File: config.mk
export PLATFORM = sky130hd
export DESIGN_NAME = mc_main_control
export DESIGN_NICKNAME = d
export VERILOG_FILES = /design/src/rtl/mc_main_control.sv
export SDC_FILE = /design/constraint.sdc
export NUM_CORES = 1
export LEC_CHECK = 0
export ABC_AREA = 0
export BUFFER_PORTS_ARGS = -buffer_cell sky130_fd_sc_hd__buf_2
export CORE_MARGIN = 2
export CORE_UTILIZATION = 55
export DETAILED_ROUTE_END_ITERATION = 16
export PLACE_DENSITY = 0.94
export SYNTH_ARGS = -nofsm -noshare
export SYNTH_HDL_FRONTEND = slang
export SYNTH_SLANG_ARGS = --single-unit
File: constraint.sdc
create_clock -name clk -period 3.4 [get_ports clk]
set_input_delay 0.68 -clock clk [delete_from_list [all_inputs] [get_ports clk]]
set_output_delay 0.68 -clock clk [all_outputs]
set_load 0.03 [all_outputs]
File: src/rtl/mc_main_control.sv
// Multicycle MIPS main control FSM: sequences fetch/decode/execute and drives datapath controls.
// Optional macro MC_JUMP_EN enables the j instruction (opcode 000010) through the JUMP state.
module mc_main_control #(
  parameter int CNT_W = 32
) (
  input  logic             clk,
  input  logic             rst,
  input  logic [5:0]       Opcode,
  input  logic             mem_ready,
  output logic             PCWrite,
  output logic             PCWriteCond,
  output logic [1:0]       PCSource,
  output logic             IorD,
  output logic             MemRead,
  output logic             MemWrite,
  output logic             IRWrite,
  output logic             MemtoReg,
  output logic             RegDst,
  output logic             RegWrite,
  output logic             ALUSrcA,
  output logic [1:0]       ALUSrcB,
  output logic             ZeroExt,
  output logic [2:0]       ALUOp,
  output logic             illegal_op,
  output logic [3:0]       state,
  output logic [CNT_W-1:0] instr_count
);

  typedef enum logic [3:0] {
    S_FETCH  = 4'd0,
    S_DECODE = 4'd1,
    S_MEMADR = 4'd2,
    S_MEMRD  = 4'd3,
    S_MEMWB  = 4'd4,
    S_MEMWR  = 4'd5,
    S_EXEC   = 4'd6,
    S_RWB    = 4'd7,
    S_BRANCH = 4'd8,
    S_JUMP   = 4'd9,
    S_IEXEC  = 4'd10,
    S_IWB    = 4'd11
  } state_t;

  localparam logic [5:0] OP_RTYPE = 6'b000000;
  localparam logic [5:0] OP_J     = 6'b000010;
  localparam logic [5:0] OP_BEQ   = 6'b000100;
  localparam logic [5:0] OP_ADDI  = 6'b001000;
  localparam logic [5:0] OP_ANDI  = 6'b001100;
  localparam logic [5:0] OP_ORI   = 6'b001101;
  localparam logic [5:0] OP_LW    = 6'b100011;
  localparam logic [5:0] OP_SW    = 6'b101011;

  state_t           r_state;
  logic [CNT_W-1:0] r_count;
  state_t           w_next;
  logic             w_retire;

  always_comb begin
    w_next   = S_FETCH;
    w_retire = 1'b0;
    case (r_state)
      S_FETCH:  w_next = mem_ready ? S_DECODE : S_FETCH;
      S_DECODE: begin
        case (Opcode)
          OP_LW, OP_SW:              w_next = S_MEMADR;
          OP_RTYPE:                  w_next = S_EXEC;
          OP_BEQ:                    w_next = S_BRANCH;
          OP_ADDI, OP_ANDI, OP_ORI:  w_next = S_IEXEC;
`ifdef MC_JUMP_EN
          OP_J:                      w_next = S_JUMP;
`endif
          default:                   w_next = S_FETCH;
        endcase
      end
      S_MEMADR: begin
        if (Opcode == OP_SW)      w_next = S_MEMWR;
        else if (Opcode == OP_LW) w_next = S_MEMRD;
        else                      w_next = S_FETCH;
      end
      S_MEMRD:  w_next = mem_ready ? S_MEMWB : S_MEMRD;
      S_MEMWB:  w_retire = 1'b1;
      S_MEMWR: begin
        w_next   = mem_ready ? S_FETCH : S_MEMWR;
        w_retire = mem_ready;
      end
      S_EXEC:   w_next = S_RWB;
      S_RWB:    w_retire = 1'b1;
      S_BRANCH: w_retire = 1'b1;
`ifdef MC_JUMP_EN
      S_JUMP:   w_retire = 1'b1;
`endif
      S_IEXEC:  w_next = S_IWB;
      S_IWB:    w_retire = 1'b1;
      default:  w_next = S_FETCH;
    endcase
  end

  always_ff @(posedge clk) begin
    if (rst) begin
      r_state <= S_FETCH;
      r_count <= '0;
    end else begin
      r_state <= w_next;
      if (w_retire) r_count <= r_count + CNT_W'(1);
    end
  end

  // Moore decode of the current state; rst forces every output low in the same cycle.
  always_comb begin
    PCWrite     = 1'b0;
    PCWriteCond = 1'b0;
    PCSource    = 2'b00;
    IorD        = 1'b0;
    MemRead     = 1'b0;
    MemWrite    = 1'b0;
    IRWrite     = 1'b0;
    MemtoReg    = 1'b0;
    RegDst      = 1'b0;
    RegWrite    = 1'b0;
    ALUSrcA     = 1'b0;
    ALUSrcB     = 2'b00;
    ZeroExt     = 1'b0;
    ALUOp       = 3'b000;
    illegal_op  = 1'b0;
    if (!rst) begin
      case (r_state)
        S_FETCH: begin
          MemRead = 1'b1;
          ALUSrcB = 2'b01;
          ALUOp   = 3'b010;
          IRWrite = mem_ready;
          PCWrite = mem_ready;
        end
        S_DECODE: begin
          ALUSrcB    = 2'b11;
          ALUOp      = 3'b010;
          illegal_op = (w_next == S_FETCH);
        end
        S_MEMADR: begin
          ALUSrcA = 1'b1;
          ALUSrcB = 2'b10;
          ALUOp   = 3'b010;
        end
        S_MEMRD: begin
          MemRead = 1'b1;
          IorD    = 1'b1;
        end
        S_MEMWB: begin
          MemtoReg = 1'b1;
          RegWrite = 1'b1;
        end
        S_MEMWR: begin
          MemWrite = 1'b1;
          IorD     = 1'b1;
        end
        S_EXEC: begin
          ALUSrcA = 1'b1;
          ALUOp   = 3'b100;
        end
        S_RWB: begin
          RegDst   = 1'b1;
          RegWrite = 1'b1;
        end
        S_BRANCH: begin
          ALUSrcA     = 1'b1;
          ALUOp       = 3'b011;
          PCWriteCond = 1'b1;
          PCSource    = 2'b01;
        end
`ifdef MC_JUMP_EN
        S_JUMP: begin
          PCWrite  = 1'b1;
          PCSource = 2'b10;
        end
`endif
        S_IEXEC: begin
          ALUSrcA = 1'b1;
          ALUSrcB = 2'b10;
          case (Opcode)
            OP_ANDI: begin ALUOp = 3'b000; ZeroExt = 1'b1; end
            OP_ORI:  begin ALUOp = 3'b001; ZeroExt = 1'b1; end
            default: ALUOp = 3'b010;
          endcase
        end
        S_IWB:   RegWrite = 1'b1;
        default: ;
      endcase
    end
  end

  assign state       = rst ? 4'd0 : r_state;
  assign instr_count = rst ? '0 : r_count;

endmodule

==> results of run 1 <==
==> worst register-to-register path, delay by kind of cell, from the launching register on <==
family           cells  cell delay [ns]
AND/OR/NAND/NOR      3             1.20
AO/OA/AOI/OAI        1             0.26
multiplexers         1             0.31
flip-flops           1             0.73
==> cells by family after synthesis <==
| kind of cell | after synthesis | synth area share |
|---|---|---|
| flops | 36 | 0.295 |
| compound gates | 55 | 0.138 |
| fa+ha+maj | 1 | 0.00511 |
| other cells | 1 | 0.00153 |
| xor+xnor | 15 | 0.0537 |
| simple gates | 183 | 0.437 |
| buf+inv | 29 | 0.0609 |
| mux | 2 | 0.00921 |
==> synth_stat cells (3+ instances only) <==
master     n  area, um^2
nor2b_1   38         238
dfxtp_1   36         721
nor2_1    36         135
a21oi_1   21         105
nand2_1   20        75.1
o21ai_0   17        85.1
clkbuf_1  13        48.8
nand3_1   13        65.1
or3_1     13        81.3
xnor2_1   12         105
nor3_1    11        55.1
nand4_1   10        62.6
nor4_1     9        56.3
and3_1     5        31.3
nand2b_1   5        31.3
buf_2      4        20.0
inv_1      4        15.0
o21a_1     4        30.0
or4_1      4        30.0
buf_4      3        22.5
buf_6      3        33.8
nor4_4     3        63.8
xor2_1     3        26.3
==> final cells by class <==
class                      instances  area [um^2]
clock buffer                       8         90.1
fill                             368         1520
inverter                           4         15.0
multi-input combinational        257         1580
sequential                        36          721
tap                               52         65.1
timing repair buffer              65          333
==> routing by layer <==
metal	up-vias	part of all wire	wire length, um	GRT usage
li1	1225	-	-	-
met2	75	0.49	2810	0.393
met1	1177	0.44	2470	0.292
met3	8	0.060	341	0.0570
met5	-	0	0	0
met4	0	0.010	57	0.0629
==> flip-flops by register name, indices dropped and copies added, names as in the netlist <==
signal and cells:
r_state 4, r_count 32
==> metrics by stage <==
step / hold slack (ns) / total power, mW
2_1_floorplan: 0.460 / 0.486
3_3_place_gp: 0.479 / 0.501
3_5_place_dp: 0.496 / 0.502
4_1_cts: 0.503 / 0.808
5_1_grt: 0.537 / 0.830
6_report: 0.499 / 0.806
==> power by group through the flow <==
stage / registers (mW) / logic, mW / clock network (mW)
2_1_floorplan: 0.433 / 0.0533 / 0
3_3_place_gp: 0.436 / 0.0652 / 0
3_5_place_dp: 0.436 / 0.0657 / 0
4_1_cts: 0.426 / 0.0659 / 0.315
5_1_grt: 0.427 / 0.0728 / 0.330
6_report: 0.427 / 0.0665 / 0.313
==> worst paths after layout <==
path,cells past startpoint,to,slack [ns]
max,6,ALUOp[0],0.68
min,2,r_count[29],0.50
max reg2reg,5,r_count[19],0.80
min reg2reg,2,r_count[29],0.50
==> flow_summary.ini, run 1 <==
[flow_run]
drv_cap = 0

[critical_path]
cp_common_cell = buf_2
worstSetupStartpointType = primary input
cp-startpoint = Opcode[5]
end_kind = output port
cp_slowest_cell = a2111oi_1
crit_family = simple AND/OR/NAND/NOR gates
cpPeakStageDelay_ns = 0.36
path_class = in2out
crit_buf_inv = 2
cp_max_fo = 3
worstPathRequired_ns = 2.72
critical_path_arrival_ns = 2.04
reg2reg_from = r_state[1]
crit_chain = buf_2, nor3_1, and3_1, nand2_1, a2111oi_1, buf_2

[routing]
vias = 2485
wl_per_cell_um = 13.5
antenna_left = 0
viasPerCell = 5.89
drt_iter0_markers = 246
routed_wl_um = 5680
drc = 0
drt_first_pass_iters = 4

[yosys]
syn-num-nets = 332
ys.flop_type = dfxtp_1
async_flop_share = 0
avgSynthCellArea_um2 = 7.60
syn-cell-area_mm2 = 0.00245
ys_ff_latch = 36
synth_seq_area_share = 0.295
synth-edff-count = 0
ys_types = 51
syn_inst = 322
yosys_warnings = 0

[pwr]
power.internal_mw = 0.608
swShare = 0.246
max-vdd-ir-drop_uv = 319
p_clk_frac = 0.388
p_switching_mw = 0.199
comb_power_share = 0.082
seq_power_share = 0.529
p_leak_nw = 1.16
p_per_area_mw_per_mm2 = 288

[clock_network]
htreeDepth = 2
postCtsHoldBufs = 0
cts_tree = yes
post-cts-setup-buffer-count = 0
clkLatencyLatePin_ns = 0.30
cts_buffers = 5
clk_path_buf_depth = 2
clock-root-buffer = clkbuf_8
clk_pin_slew_ns = 0.07
clock-sinks = 36
cts_resized = 0

[final_layout]
area_growth_pct = 14.5
final_util = 0.648
final_area_mm2 = 0.00280
diodes = 0
final_cell_mix = 62 x buf_2, 38 x nor2b_1, 36 x nor2_1, 36 x dfxtp_1, 21 x a21oi_1
stdcell_count = 422
finalNetCount = 379
final_common_cell = buf_2
drive_gt1_frac = 0.227

[sta]
fmax_mhz = 367
grt_setup_unrepaired = no
worst_pin_slew_ns = 0.919
post-route-period-util = 0.801
setup_tns_ns = 0
slew_headroom = 0.387
finalSetupViolCount = 0
skew_ns = 0.00853
hold_viol = 0
setup_ws_ns = 0.676
period_needed_ns = 2.72
slew_violations = 0

[grt]
grt_max_degree = 53
grt_pass1_vias = 2254
grt.total_usage = 0.231
antenna_found_initial = 0
grt_pass1_wl_um = 9690
grt-ovfl-total = 0

[place]
dp.cells = 414
hpwl_um = 4050
gp_congestion = 0.887
io_buffers = 62
dpl-instance-area_mm2 = 0.00271
dp_worst_setup_slack_ns = 0.716

[floorplanning]
dieArea_mm2 = 0.00500
dieHeight_um = 70.7
ios = 64
start_util = 0.566
core_mm2 = 0.00432
num_rows = 24
die_x_um = 70.7

[hold_path]
holdCritPathClass = reg2reg
min_from = r_count[29]

[run_status]
status = finished, final reports clean
(Power assumes the default switching activity.)
==> run 2, diff against run 1 <==
- ABC_AREA: 0 -> 1
- CORE_UTILIZATION: 55 -> 49
- PLACE_DENSITY: 0.94 -> 0.88
- clock period: 3.4 -> 2.5 ns (I/O delays scaled with it)
==> flow_summary.ini, run 2 <==
[critical_path]
rr_endpoint = r_count[6]
end_kind = output port
cp_max_fo = 5
path_class = reg2out
worstPathRequired_ns = 2.00
worst_r2r_path_depth = 8
r2r_slack_ns = 0.59
cp_slowest_cell = dfxtp_1
reg2reg_from = r_state[1]
crit_chain = inv_1, nor2_2, inv_1, nor2_1, inv_1, nor3_2, nand2_1, o21ai_0, buf_2
cp_common_cell = inv_1
cpPeakStageDelay_ns = 0.38
worstSetupStartpointType = register
critical_path_arrival_ns = 1.85

[final_layout]
drive_gt1_frac = 0.143
final_util = 0.596
largest_reg_flops = 32
final_common_cell = nand2_1
finalNetCount = 563
diodes = 0
top_regs = r_count (32), r_state (4)
regMostFlops = r_count
area_growth_pct = 16.5
final_cell_mix = 159 x nand2_1, 126 x nor2_1, 64 x inv_1, 62 x buf_2, 36 x dfxtp_1

[yosys]
synth_top_area_cell = dfxtp_1
avgSynthCellArea_um2 = 5.31
ys.flop_type = dfxtp_1
synth.most_common_cell = nand2_1
yosys_warnings = 0
synth_top_area_frac = 0.272
ys_ff_latch = 36
synth-edff-count = 0
syn_inst = 498
synth_area_leaders = dfxtp_1 27%, nand2_1 23%, nor2_1 18%, inv_1 9.1%, a21oi_1 5.7%
syn-num-nets = 508
synth_common_cells = 159 x nand2_1, 127 x nor2_1, 64 x inv_1
ys_types = 24
async_flop_share = 0
syn-cell-area_mm2 = 0.00265
synth_seq_area_share = 0.272

[grt]
grt-ovfl-total = 0
grt_pass1_vias = 2758
antenna_found_initial = 0
grt.total_usage = 0.235
grt_max_degree = 37
grt_pass1_wl_um = 11700

[place]
gp_congestion = 0.950
hpwl_um = 5280
dp_worst_setup_slack_ns = 0.370
io_buffers = 62

[clock_network]
clk_path_buf_depth = 2
clk_pin_slew_ns = 0.07
clkLatencyLatePin_ns = 0.29
cts_buffers = 5
cts_tree = yes
postCtsHoldBufs = 0
clock-sinks = 36
htreeDepth = 2
clock-root-buffer = clkbuf_8

[sta]
setup_ws_ns = 0.150
hold_viol = 0
fmax_mhz = 426
worst_pin_slew_ns = 0.576
grt_setup_unrepaired = no
post-route-period-util = 0.940
slew_headroom = 0.615
slew_violations = 0
finalSetupViolCount = 0
skew_ns = 0.00656
period_needed_ns = 2.35
setup_tns_ns = 0

[floorplanning]
dieHeight_um = 77.5
ios = 64
num_rows = 26
dieArea_mm2 = 0.00600
start_util = 0.512
core_mm2 = 0.00517
die_x_um = 77.5

[hold_path]
hold_depth = 2
holdCritPathClass = reg2reg
min_to = r_count[31]
min_from = r_count[31]

[pwr]
power.internal_mw = 0.823
p_leak_nw = 1.43
swShare = 0.254
comb_power_share = 0.082
p_per_area_mw_per_mm2 = 358
p_total_mw = 1.10
p_switching_mw = 0.280
max-vdd-ir-drop_uv = 237
seq_power_share = 0.523
p_clk_frac = 0.395

[routing]
routed_wl_um = 6920
drc = 0
viasPerCell = 5.03
drt_first_pass_iters = 5
wl_per_cell_um = 11.1
drt_iter0_markers = 215
vias = 3136
antenna_left = 0

[run_status]
status = finished, final reports clean

[flow_run]
drv_cap = 0
run 2: cell types whose count changed after synthesis, moves of 6 or more:
cell / previous run / this run
a21oi_1: 21 / 30
inv_1: 4 / 64
nand2_1: 20 / 159
nand3_1: 13 / 29
nand4_1: 10 / 4
nor2_1: 36 / 127
nor2b_1: 38 / 0
nor4_1: 9 / 1
o21ai_0: 17 / 5
or3_1: 13 / 0
xnor2_1: 12 / 0
run 2: how the worst max path moves through the flow:
stage | cells past startpoint | end | start | slack [ns]
2_1_floorplan | 8 | ALUOp[0] | r_state[1] | 0.22
3_3_place_gp | 9 | ALUOp[0] | r_state[1] | 0.46
3_5_place_dp | 9 | ALUOp[0] | r_state[1] | 0.37
4_1_cts | 9 | ALUOp[0] | r_state[1] | 0.05
5_1_grt | 9 | illegal_op | r_state[2] | 0.06
6_report | 9 | ALUOp[0] | r_state[1] | 0.15
run 2: final cells by class:
type	count	area (um^2)
sequential	36	721
fill	521	2090
clock buffer	8	90.1
inverter	65	244
multi-input combinational	380	1610
timing repair buffer	65	333
tap	70	87.6
run 2: cells by family after synthesis:
group	synth area share
xor gates and xnor gates	0.0232
and+or+nand+nor	0.500
DFF	0.272
AOI/OAI and AO/OA	0.0738
other	0.00142
buffers and inverters	0.125
adders and majority gates	0.00473
run 2: worst max-delay path: cells and delay by family, from the launching register on:
family / cells / cell delay, ns
AND/OR/NAND/NOR: 4 / 0.59
AO/OA/AOI/OAI: 1 / 0.07
flip-flops: 1 / 0.38
buffers and inverters: 4 / 0.51
run 2: per-layer routing:
metal	global-route usage	routed length, um	share of wire
met5	0	0	0
met4	0.0661	106	0.015
met3	0.0430	360	0.052
met2	0.403	3230	0.47
met1	0.300	3220	0.47
run 2: what timing repair did:
action / in CTS / in global routing
buffers inserted: 0 / 0
gates resized for setup: 0 / 2
setup endpoints to repair: 0 / 2
run 2: stage by stage:
| stage | hold slack (ns) | cell area [um^2] | std cells |
|---|---|---|---|
| 2_1_floorplan | 0.457 | 2650 | 498 |
| 3_3_place_gp | 0.468 | 2990 | 616 |
| 3_5_place_dp | 0.485 | 2990 | 616 |
| 4_1_cts | 0.495 | 3080 | 624 |
| 5_1_grt | 0.503 | 3080 | 624 |
| 6_report | 0.492 | 3080 | 624 |
run 2: power by group through the flow:
stage,combinational (mW),sequential (mW),clock (mW)
global placement,0.0880,0.590,0
global route,0.0986,0.577,0.468
detailed placement,0.0891,0.590,0
floorplan,0.0654,0.589,0
finish,0.0899,0.577,0.436
CTS,0.0894,0.576,0.444
